$ cat src/rtl/alu_pkg.sv
// Shared constants for the multi-word ALU sequencer: op encodings, FSM states
// and bit positions inside the {N,Z,C,V} flag vector.
package alu_pkg;

    localparam logic [1:0] OP_ADD = 2'b00;
    localparam logic [1:0] OP_SUB = 2'b01;
    localparam logic [1:0] OP_AND = 2'b10;
    localparam logic [1:0] OP_OR  = 2'b11;

    typedef enum logic {
        IDLE = 1'b0,
        RUN  = 1'b1
    } state_e;

    localparam int FLAG_N = 3;
    localparam int FLAG_Z = 2;
    localparam int FLAG_C = 1;
    localparam int FLAG_V = 0;

endpackage

$ cat src/rtl/alu_word_slice.sv
// One WIDTH-bit slice of the ALU: add/sub with carry in, AND, OR, and the
// signed-overflow term taken from this word's MSBs.
module alu_word_slice
    import alu_pkg::*;
#(
    parameter int WIDTH = 8
) (
    input  logic [WIDTH-1:0] a,
    input  logic [WIDTH-1:0] b,
    input  logic [1:0]       op,
    input  logic             cin,
    output logic [WIDTH-1:0] r,
    output logic             cout,
    output logic             ovf
);

    logic [WIDTH:0] sum;

    // Subtract is a + ~b + cin; the caller seeds cin=1 on the first word.
    always_comb begin
        sum  = {1'b0, a} + {1'b0, b ^ {WIDTH{op[0]}}} + {{WIDTH{1'b0}}, cin};
        r    = sum[WIDTH-1:0];
        cout = sum[WIDTH];
        if (op == OP_AND) begin
            r    = a & b;
            cout = 1'b0;
        end else if (op == OP_OR) begin
            r    = a | b;
            cout = 1'b0;
        end
        ovf = ~op[1] & (a[WIDTH-1] ^ r[WIDTH-1]) & ~(a[WIDTH-1] ^ b[WIDTH-1] ^ op[0]);
    end

endmodule

$ cat src/rtl/alu_multiword_sequencer.sv
// Streams WORDS operand pairs LSW first through one ALU slice, chaining carry
// and zero between words and registering N/Z/C/V alongside the done pulse.
module alu_multiword_sequencer
    import alu_pkg::*;
#(
    parameter int WIDTH = 8,
    parameter int WORDS = 4
) (
    input  logic             clk,
    input  logic             reset,
    input  logic             start,
    input  logic [1:0]       op,
    output logic             busy,
    input  logic             in_valid,
    output logic             in_ready,
    input  logic [WIDTH-1:0] a_word,
    input  logic [WIDTH-1:0] b_word,
    output logic             out_valid,
    output logic [WIDTH-1:0] out_word,
    output logic             done,
    output logic [3:0]       flags
);

    localparam int                CNT_W = $clog2(WORDS) + 1;
    localparam logic [CNT_W-1:0] LAST  = CNT_W'(WORDS - 1);

    state_e           state_q, state_d;
    logic [1:0]       op_q, op_d;
    logic [CNT_W-1:0] cnt_q, cnt_d;
    logic             carry_q, carry_d;
    logic             zacc_q, zacc_d;
    logic             out_valid_q, out_valid_d;
    logic [WIDTH-1:0] out_word_q, out_word_d;
    logic             done_q, done_d;
    logic [3:0]       flags_q, flags_d;

    logic [WIDTH-1:0] slice_r;
    logic             slice_cout;
    logic             slice_ovf;

    alu_word_slice #(.WIDTH(WIDTH)) u_slice (
        .a    (a_word),
        .b    (b_word),
        .op   (op_q),
        .cin  (carry_q),
        .r    (slice_r),
        .cout (slice_cout),
        .ovf  (slice_ovf)
    );

    // Flags are only updated on the last transfer, so they hold between operations.
    always_comb begin
        state_d     = state_q;
        op_d        = op_q;
        cnt_d       = cnt_q;
        carry_d     = carry_q;
        zacc_d      = zacc_q;
        out_valid_d = 1'b0;
        out_word_d  = out_word_q;
        done_d      = 1'b0;
        flags_d     = flags_q;
        case (state_q)
            IDLE: begin
                if (start) begin
                    op_d    = op;
                    cnt_d   = '0;
                    zacc_d  = 1'b1;
                    carry_d = op[0];
                    state_d = RUN;
                end
            end
            RUN: begin
                if (in_valid) begin
                    carry_d     = op_q[1] ? carry_q : slice_cout;
                    zacc_d      = zacc_q & (slice_r == '0);
                    cnt_d       = cnt_q + 1'b1;
                    out_valid_d = 1'b1;
                    out_word_d  = slice_r;
                    if (cnt_q == LAST) begin
                        state_d         = IDLE;
                        done_d          = 1'b1;
                        flags_d[FLAG_N] = slice_r[WIDTH-1];
                        flags_d[FLAG_Z] = zacc_d;
                        flags_d[FLAG_C] = ~op_q[1] & slice_cout;
                        flags_d[FLAG_V] = slice_ovf;
                    end
                end
            end
            default: state_d = IDLE;
        endcase
    end

    always_ff @(posedge clk) begin
        if (reset) begin
            state_q     <= IDLE;
            op_q        <= OP_ADD;
            cnt_q       <= '0;
            carry_q     <= 1'b0;
            zacc_q      <= 1'b1;
            out_valid_q <= 1'b0;
            out_word_q  <= '0;
            done_q      <= 1'b0;
            flags_q     <= '0;
        end else begin
            state_q     <= state_d;
            op_q        <= op_d;
            cnt_q       <= cnt_d;
            carry_q     <= carry_d;
            zacc_q      <= zacc_d;
            out_valid_q <= out_valid_d;
            out_word_q  <= out_word_d;
            done_q      <= done_d;
            flags_q     <= flags_d;
        end
    end

    assign busy      = (state_q == RUN);
    assign in_ready  = (state_q == RUN);
    assign out_valid = out_valid_q;
    assign out_word  = out_word_q;
    assign done      = done_q;
    assign flags     = flags_q;

endmodule
$ cat config.mk
export PLATFORM = sky130hd
export DESIGN_NAME = alu_multiword_sequencer
export DESIGN_NICKNAME = d
export VERILOG_FILES = /design/src/rtl/alu_pkg.sv /design/src/rtl/alu_word_slice.sv /design/src/rtl/alu_multiword_sequencer.sv
export SDC_FILE = /design/constraint.sdc
export NUM_CORES = 1
export LEC_CHECK = 0
export ABC_AREA = 1
export BUFFER_PORTS_ARGS = -buffer_cell sky130_fd_sc_hd__buf_4
export CORE_MARGIN = 4
export CORE_UTILIZATION = 53
export CTS_CLUSTER_DIAMETER = 60
export DETAILED_ROUTE_END_ITERATION = 7
export PLACE_DENSITY_LB_ADDON = 0.12
export SLEW_MARGIN = 10
export SYNTH_ARGS = -nofsm -noshare
export SYNTH_HDL_FRONTEND = slang
export SYNTH_SLANG_ARGS = --single-unit
$ cat constraint.sdc
create_clock -name clk -period 2.5 [get_ports clk]
set_input_delay 0.25 -clock clk [delete_from_list [all_inputs] [get_ports clk]]
set_output_delay 0.25 -clock clk [all_outputs]
set_load 0.1 [all_outputs]
==> results.md, run 1 <==
Detailed routing:
- After detailed routing, the average wire length per cell comes to about 11 um.
- After detailed routing, the number of remaining DRC violations is 0.
- The first-pass iteration count of the detailed router is 4.
- The total via count after detailed routing is between 1500 and 2000.
- Dividing the detail-routed via count by the number of cells gives about 5.1.
- Summed over all layers, the routed wires come to roughly 3500 um.
- The number of violations reported at the end of detailed-routing iteration 0 is ~90.
- In this run the remaining antenna-violating nets after routing total 0.

Die:
- The placeable core region is around 2800 um2.
- The initialized floorplan defines 19 standard-cell rows.
- The die outline height is roughly 63 um.
- The chip width is between 60 and 70 um.
- The floorplan die area is approximately 4000 um2.
- The initial core utilization is 0.565.
- The number of top-level design ports is 38.

Global route:
- Entering global routing, the biggest net connects 16 pins.
- The total overflow left after global routing is 0.
- The number of antenna violations at the first check in global routing is 0.
- The aggregate global-route resource usage is 0.192.
- The global-route wire length before repair is around 6300 um.
- The via count of the first global-routing pass was approximately 1400.

Setup path:
- The startpoint type of the worst setup path is a flop.
- In this run the worst setup path terminates at flags[0].
- The critical path starts at op_q[0].
- The largest stage delay on the critical path is 0.36 ns.
- The count of buffering cells on the critical path with inverters included is 3.
- The critical path is of the flop to flop type.
- The origin of the critical flop-to-flop path is op_q[0].
- STA puts the critical path data required time at approximately 2.7 ns.
- Data arrives at the worst endpoint at about 2.5 ns.
- Counting buffers and inverters, the worst setup path is 15 cells deep.
- The most repeated library cell on the critical path is sky130_fd_sc_hd__nand2_1.
- STA classifies the critical path endpoint as a flop.
- The kind of cell with the highest combined delay along the critical path is simple AND/OR/NAND/NOR gates.
- Counting cells, the worst reg-to-reg path comes to 15.
- The critical-path maximum fanout is 15.
- The destination of the worst register-to-register timing path is flags[0].
- Setup slack on the worst reg-to-reg path comes out at between 0.2 and 0.3 ns.
- The slowest library cell on the worst path is sky130_fd_sc_hd__dfxtp_1.
- The critical path goes through buf_6 -> or2_0 -> and2_1 -> ha_1 -> inv_1 -> nor3_1 -> nand2_1 -> nand2_1 -> nand2_1 -> nand3_1 -> nand2_1 -> inv_2 -> nand2_1 -> nand3_1 -> nand2_1.

Clock network:
- Clock latency on the worst-skew pair, taken at its later pin, is ~0.30 ns.
- The H-tree depth is 1.
- For this design, the sink count on the clock tree is 22.
- The buffer depth of the longest clock path is 2.
- The number of buffers created by CTS is 3.
- The number of setup buffers added after CTS is 0.
- After clock tree synthesis, the clock-pin slew on the worst setup and hold paths is between 0.1 and 0.15 ns.
- The total of cells resized after clock tree synthesis is 0.
- TritonCTS built the clock tree.
- The hold buffer count at cts is 0.
- The buffer type at the clock tree root is sky130_fd_sc_hd__clkbuf_4.

STA:
- Setup repair after global routing left no endpoint under its margin.
- The worst pin sits at a relative slew slack of 0.711.
- The number of hold-slack violations in the final timing report was 0.
- The transition time at the pin with the least slew margin is 0.433 ns.
- In the finished design, the share of the clock period the worst path needs comes to 0.891.
- The shortest clock period the worst path allows after layout is 2.23 ns.
- For the final routed database, the setup TNS stands at 0 ns.
- Based on the critical path, the design can be clocked at up to around 450 MHz.
- Between clock sinks in the finished design, the worst skew comes to between 0.004 and 0.005 ns.
- The setup slack of the critical path after layout is 0.272 ns.
- The smallest hold slack is 0.154 ns.
- Setup violations remaining at the end of the flow were counted as 0.
- The final number of max-transition violations came to 0.

Synthesis:
- Of all flip-flops after synthesis, the portion carrying an async set or reset was 0.
- Averaged over all synthesized cells, the footprint is 6.57 um2.
- The most frequently used flop master after synthesis is sky130_fd_sc_hd__dfxtp_1.
- Synthesis produced a netlist whose cell count is 241.
- The number of nets in the synthesized netlist is roughly 280.
- The number of different library cells used by synthesis comes to 30.
- The total standard cell area after synthesis is about 1600 um2.
- The count of synthesis-stage warnings from yosys is 0.
- Of the synthesized area, sequential elements account for 0.278.
- The count of state elements after synthesis is 22.
- Counting flops with a built-in enable in the synthesized netlist gives 0.

Finish:
- The antenna diode count is 0.
- The share of layout cells above drive strength 1 is 0.209.
- The non-filler instance count after layout is slightly above 300.
- The net count reported at finish is around 310.
- Leaving out fill and tap cells, the most frequent cells in the layout are sky130_fd_sc_hd__nand2_1 (56), sky130_fd_sc_hd__inv_1 (37), sky130_fd_sc_hd__buf_4 (37).
- The signed area change from the synthesized netlist to the final layout is 20.9%.
- Counting the fill cells in the layout gives 278.
- Leaving out fill and tap cells, the most frequent cell in the layout is sky130_fd_sc_hd__nand2_1.

Place:
- At the end of routability-driven placement, the weighted congestion stood at roughly 0.87.
- The worst slack after detailed placement is ~0.25 ns.
- The count of port buffers added during placement is 37.
- The placed wire-length estimate after detailed placement is 2830 um.
- Counting tap cells, the placed design contains a total of roughly 300 instances.

Power and ir drop:
- The share of total power dissipated in combinational logic is 0.424.
- The share of power burned in registers is 0.381.
- The leakage power of the design is 0.00108 uW.
- For this design the total switching power over the nets is 404 uW.
- The net switching fraction of the power is 0.404.
- The worst IR drop on VDD is 0.000503 V.
- Power spread over the standard cell area amounts to 521 nW/um2.
- The share of total power dissipated in the clock network is 0.194.
- The internal power summed over all cells is between 500 and 600 uW.
- The overall power after layout is around 1000 uW.

Worst hold path:
- The class of the most critical hold timing path is input port to flop.

Run:
- The tool flagged a number of max-cap violations equal to 0.

Outcome:
- The flow ran to the end, and the final reports show no timing, DRC or antenna violations.
[worst min path at each step]
stage                     cells after the start      from       end
after floorplan                               1     reset      done
after global placement                        1  cnt_q[0]  cnt_q[0]
after detailed placement                      1  cnt_q[0]  cnt_q[0]
after CTS                                     2     start   op_q[0]
after global routing                          2     start   op_q[0]
final                                         2     start   op_q[0]
[synth_stat cells (all sizes together) (2+ instances only)]
master / number / area, um2
buf: 5 / 32.5
a21oi: 12 / 60.1
fa: 2 / 40.0
nor2: 23 / 91.3
o21ai: 10 / 50.0
nand3: 26 / 130
nor3: 2 / 15.0
or2: 2 / 12.5
dfxtp: 22 / 440
ha: 12 / 150
nand4: 4 / 25.0
inv: 44 / 165
and2: 2 / 12.5
nand2: 60 / 235
o211a: 2 / 20.0
xor2: 3 / 26.3
o211ai: 4 / 30.0
[power by group through the flow]
stage / clock (uW) / sequential (uW) / combinational, uW
final: 194 / 381 / 424
after floorplan: 0 / 464 / 238
after detailed placement: 0 / 388 / 418
after global placement: 0 / 388 / 418
after CTS: 195 / 381 / 421
after global routing: 216 / 384 / 474
[logic make-up after synthesis]
| group | after synthesis | synth area share |
|---|---|---|
| adder cells (fa/ha/maj) | 14 | 0.120 |
| AND/OR/NAND/NOR | 119 | 0.329 |
| buffers and inverters | 50 | 0.127 |
| XOR/XNOR | 4 | 0.0221 |
| AO/OA/AOI/OAI | 32 | 0.123 |
| flip-flops | 22 | 0.278 |
[routing by layer]
metal	global-route usage	up-vias	part of all wire	wire length [um]
met5	0	-	0	0
met4	0.0303	0	0.0057	20
met3	0.0468	2	0.068	237
met2	0.272	47	0.41	1450
met1	0.294	690	0.51	1800
li1	-	844	-	-
[worst register-to-register path, delay by kind of cell, from the launching register on]
family / cells / cell delay, ns
and+or+nand+nor: 11 / 1.08
DFF: 1 / 0.36
buffers and inverters: 3 / 0.35
adders and majority gates: 1 / 0.34
[sequential cells by signal (all words and copies together) (netlist names)]
name	flops
busy	1
carry_q	1
cnt_q	3
done	1
flags	4
op_q	2
out_valid	1
out_word	8
zacc_q	1
[final cells by class]
cell class	count	area (um2)	area share
multi-input combinational	169	946	0.494
sequential	22	440	0.230
timing repair buffer	38	289	0.151
clock buffer	4	36.3	0.0189
tap	31	38.8	0.0202
inverter	44	165	0.0862
[per-stage QoR]
stage | area [um2] | utilization
after global placement | 1870 | 0.667
final | 1920 | 0.683
after global routing | 1920 | 0.683
after floorplan | 1580 | -
after detailed placement | 1870 | 0.667
after CTS | 1910 | 0.680
Note: power is estimated with default switching activity, not from simulation.
==> run 2, diff against run 1 <==
--- a/config.mk
+++ b/config.mk
@@ -11,7 +11,7 @@
 export CORE_UTILIZATION = 53
 export CTS_CLUSTER_DIAMETER = 60
 export DETAILED_ROUTE_END_ITERATION = 7
-export PLACE_DENSITY_LB_ADDON = 0.12
+export PLACE_DENSITY = 0.86
 export SLEW_MARGIN = 10
 export SYNTH_ARGS = -nofsm -noshare
 export SYNTH_HDL_FRONTEND = slang
==> constraint.sdc (replaced) <==
create_clock -name clk -period 2.19 [get_ports clk]
set_input_delay 0.219 -clock clk [delete_from_list [all_inputs] [get_ports clk]]
set_output_delay 0.219 -clock clk [all_outputs]
set_load 0.1 [all_outputs]
==> run 2 against run 1 <==
Via count is 5.2% higher. Largest power group unchanged. Clock power up 14%. Combinational power is 30% higher. Non-clock buffer count up 2. Clock skew is 0.0015 ns higher. Core utilization grew 4.9 points. Sequential power is 14% higher. Fmax is 6.5% higher.
==> results.md, run 2 (synthesized netlist as in run 1, its figures left out) <==
Finish:
- The register with the most flip-flops in the layout has 8 of them.
- The share of layout cells above drive strength 1 is 0.294.
- After the last flow step, the layout net total stands at 316.
- The number of antenna diodes in the final layout is 0.
- After filler insertion, the fill cell instance count of the layout stands at between 200 and 250.
- The non-filler instance count after layout is slightly above 300.
- Relative to the synthesized area, the layout overhead comes to 29.5%.
- Leaving out fill and tap cells, the most frequent cells in the layout are sky130_fd_sc_hd__nand2_1 (50), sky130_fd_sc_hd__buf_4 (39), sky130_fd_sc_hd__inv_1 (36).
- The library cell used most frequently in the layout, excluding fill and tap cells, is sky130_fd_sc_hd__nand2_1.

Clock network:
- The hold buffer count at cts is 0.
- The number of clock sinks seen by CTS is 22.
- The H-tree depth is 1.
- The number of buffers created by CTS is 3.
- The clock edge transition at the registers on the reported setup and hold paths is about 0.12 ns.
- The buffer depth of the longest clock path is 2.
- For the worst-skew pair, the clock arrives at the later sink with an insertion delay of 0.31 ns.
- The root buffer cell chosen for the clock tree is sky130_fd_sc_hd__clkbuf_4.
- The TritonCTS clock tree is yes.

Detailed routing:
- The post-detailed-route wirelength per cell is 12.9 um.
- For this block, the routed nets add up to ~4000 um of wire.
- The total DRC errors in the routed layout is 0.
- The first routing iteration left approximately 100 violations.
- For this block, the via count after detailed routing is between 1500 and 2000.
- The detail route stage leaves a number of antenna-violating nets equal to 0.
- In the routed layout, each cell is associated on average with a via count of ~5.4.
- The first-pass iteration count of the detailed router is 4.

Die:
- The core region is ~2800 um2.
- Pin placement for this block handled 38 I/O pins.
- The count of standard-cell rows is 19.
- The floorplan die area is roughly 3900 um2.
- The initial core utilization is 0.565.
- The chip width is 62.7 um.
- From bottom edge to top edge, the die measures roughly 63 um.

Run:
- The tool flagged a number of max-cap violations equal to 0.

Global route:
- The via count of the first global-routing pass is roughly 1400.
- The aggregate global-route resource usage is 0.198.
- The number of antenna violations at the first check in global routing is 0.
- The global-route congestion overflow total is 0.
- Entering global routing, the biggest net connects 16 pins.
- The first global-routing pass estimated between 6000 and 7000 um of wire.

Setup path:
- The critical path in this run is classified as flop to flop.
- In this run the critical register-to-register path is captured at zacc_q.
- The number of cells traversed by the worst register-to-register path is 13.
- For the worst setup path, the data arrival time is 2.31 ns.
- The origin of the critical flop-to-flop path is op_q[0].
- In this design, the stage delay of the slowest critical-path cell is between 0.3 and 0.4 ns.
- The worst register-to-register path has a setup slack of 0.1 ns.
- The critical path goes through buf_12 -> xor2_1 -> ha_1 -> a21oi_1 -> nand2_2 -> nand2_1 -> nand2_1 -> nand2_1 -> nand3_1 -> nand2_2 -> nor2_2 -> nand4_1 -> nand2_1.
- STA classifies the critical path startpoint as a flop.
- Tracing the worst setup path back leads to its startpoint at op_q[0].
- In this run the worst path has a maximum fanout of 15.
- The required time at the worst-slack endpoint is ~2.4 ns.
- In this design, the critical path's most frequently occurring cell is sky130_fd_sc_hd__nand2_1.
- The slowest stage of the critical path belongs to the cell sky130_fd_sc_hd__dfxtp_4.
- In this run the worst setup path terminates at zacc_q.
- The category of the worst setup path capture point is a flop.

STA:
- Across the routed clock network, the largest skew measured is about 0.0064 ns.
- Based on the critical path, the design can be clocked at up to roughly 480 MHz.
- The worst slew slack as a fraction of its limit is 0.761.
- Setup repair after global routing could not meet its margin everywhere.
- The transition time at the pin with the least slew margin is approximately 0.36 ns.
- The part of the cycle the worst path needs is 0.956.
- The setup violation total in the final timing report is 0.
- The worst path in the final design needs a cycle of 2.09 ns, including I/O delays and setup.
- The final number of max-transition violations is 0.
- The worst path meets setup with around 0.097 ns of slack.
- The number of hold-slack violations in the final timing report was 0.

Place:
- The cell total after placement is slightly above 300.
- The count of port buffers added during placement is 37.
- The worst slack after detailed placement is between 0.03 and 0.04 ns.
- The congestion estimate from routability-driven global placement came to between 0.8 and 0.9.
- The placed wire-length estimate after detailed placement is about 3000 um.

Power and ir drop:
- Of the total power, the clock network draws 0.183.
- The net load switching power is between 400 and 500 uW.
- The power per cell area is ~590 nW/um2.
- Of the total power, the share spent switching nets is 0.408.
- Of the total power, combinational logic draws 0.456.
- The share of power burned in registers is 0.360.
- Summed over all cells, the static leakage comes to between 0.001 and 0.0015 uW.
- Cell internal power was estimated by the tool at just over 700 uW.
- Across the VDD grid, the largest voltage drop is approximately 0.0005 V.

Worst hold path:
- The class of the most critical hold timing path is input port to flop.
- The startpoint of the lowest-slack hold path is start.

Outcome:
- The run finished with clean final reports.
-- run 2: cell count changes in the layout (fill, tap and decap cells not counted), moves of 3 or more --
cell / before / now
sky130_fd_sc_hd__nand2_1: 56 / 50
sky130_fd_sc_hd__nand2_2: 4 / 10
sky130_fd_sc_hd__ha_1: 12 / 9
sky130_fd_sc_hd__ha_4: 0 / 3
sky130_fd_sc_hd__nand3_1: 26 / 23
sky130_fd_sc_hd__nand3_2: 0 / 3
-- run 2: worst min path at each step --
stage          cells after the start        to  slack, ns
3_3_place_gp                       1  cnt_q[0]       0.46
5_1_grt                            2      busy       0.13
6_report                           2      busy       0.15
3_5_place_dp                       2   op_q[0]       0.47
4_1_cts                            2   op_q[0]       0.13
2_1_floorplan                      1      done       0.30
-- run 2: power by group through the flow --
stage                     registers, uW  clock network (uW)  logic, uW
after global routing                437                 248        601
after detailed placement            443                   0        484
after floorplan                     530                   0        272
after global placement              442                   0        474
final                               435                 221        551
after CTS                           434                 226        488
-- run 2: cell type report --
type / count / area (um2) / area share
Timing Repair Buffer: 40 / 313 / 0.152
Multi-Input combinational cell: 169 / 1050 / 0.512
Tap cell: 31 / 38.8 / 0.0189
Inverter: 44 / 170 / 0.0829
Clock buffer: 4 / 36.3 / 0.0177
Sequential cell: 22 / 444 / 0.216
-- run 2: metal layers --
| metal | track usage | up-vias | share of wire | wire (um) |
|---|---|---|---|---|
| li1 | - | 848 | - | - |
| met1 | 0.274 | 743 | 0.44 | 1760 |
| met2 | 0.297 | 68 | 0.46 | 1850 |
| met3 | 0.0504 | 7 | 0.082 | 326 |
| met4 | 0.0661 | 0 | 0.014 | 54 |
| met5 | 0 | - | 0 | 0 |
-- run 2: critical path, delay by kind of cell (launching register included) --
family	cells	cell delay, ns
simple gates	9	0.67
flops	1	0.38
fa+ha+maj	1	0.35
compound gates	1	0.28
xor+xnor	1	0.16
buf+inv	1	0.15
-- run 2: through the flow --
stage	TNS (ns)	hold WS [ns]	total power, uW	area [um2]	utilization
finish	0	0.147	1210	2050	0.731
detailed placement	0	0.467	927	1890	0.675
global placement	0	0.458	917	1890	0.675
CTS	0	0.135	1150	1930	0.689
floorplan	0	0.304	802	1590	-
global route	-0.101	0.133	1290	2050	0.731
-- run 2: timing repair --
item,4_1_cts,5_1_grt
buffers inserted,0,1
setup endpoints to repair,1,8
pin swaps,0,9
resized for setup,1,25
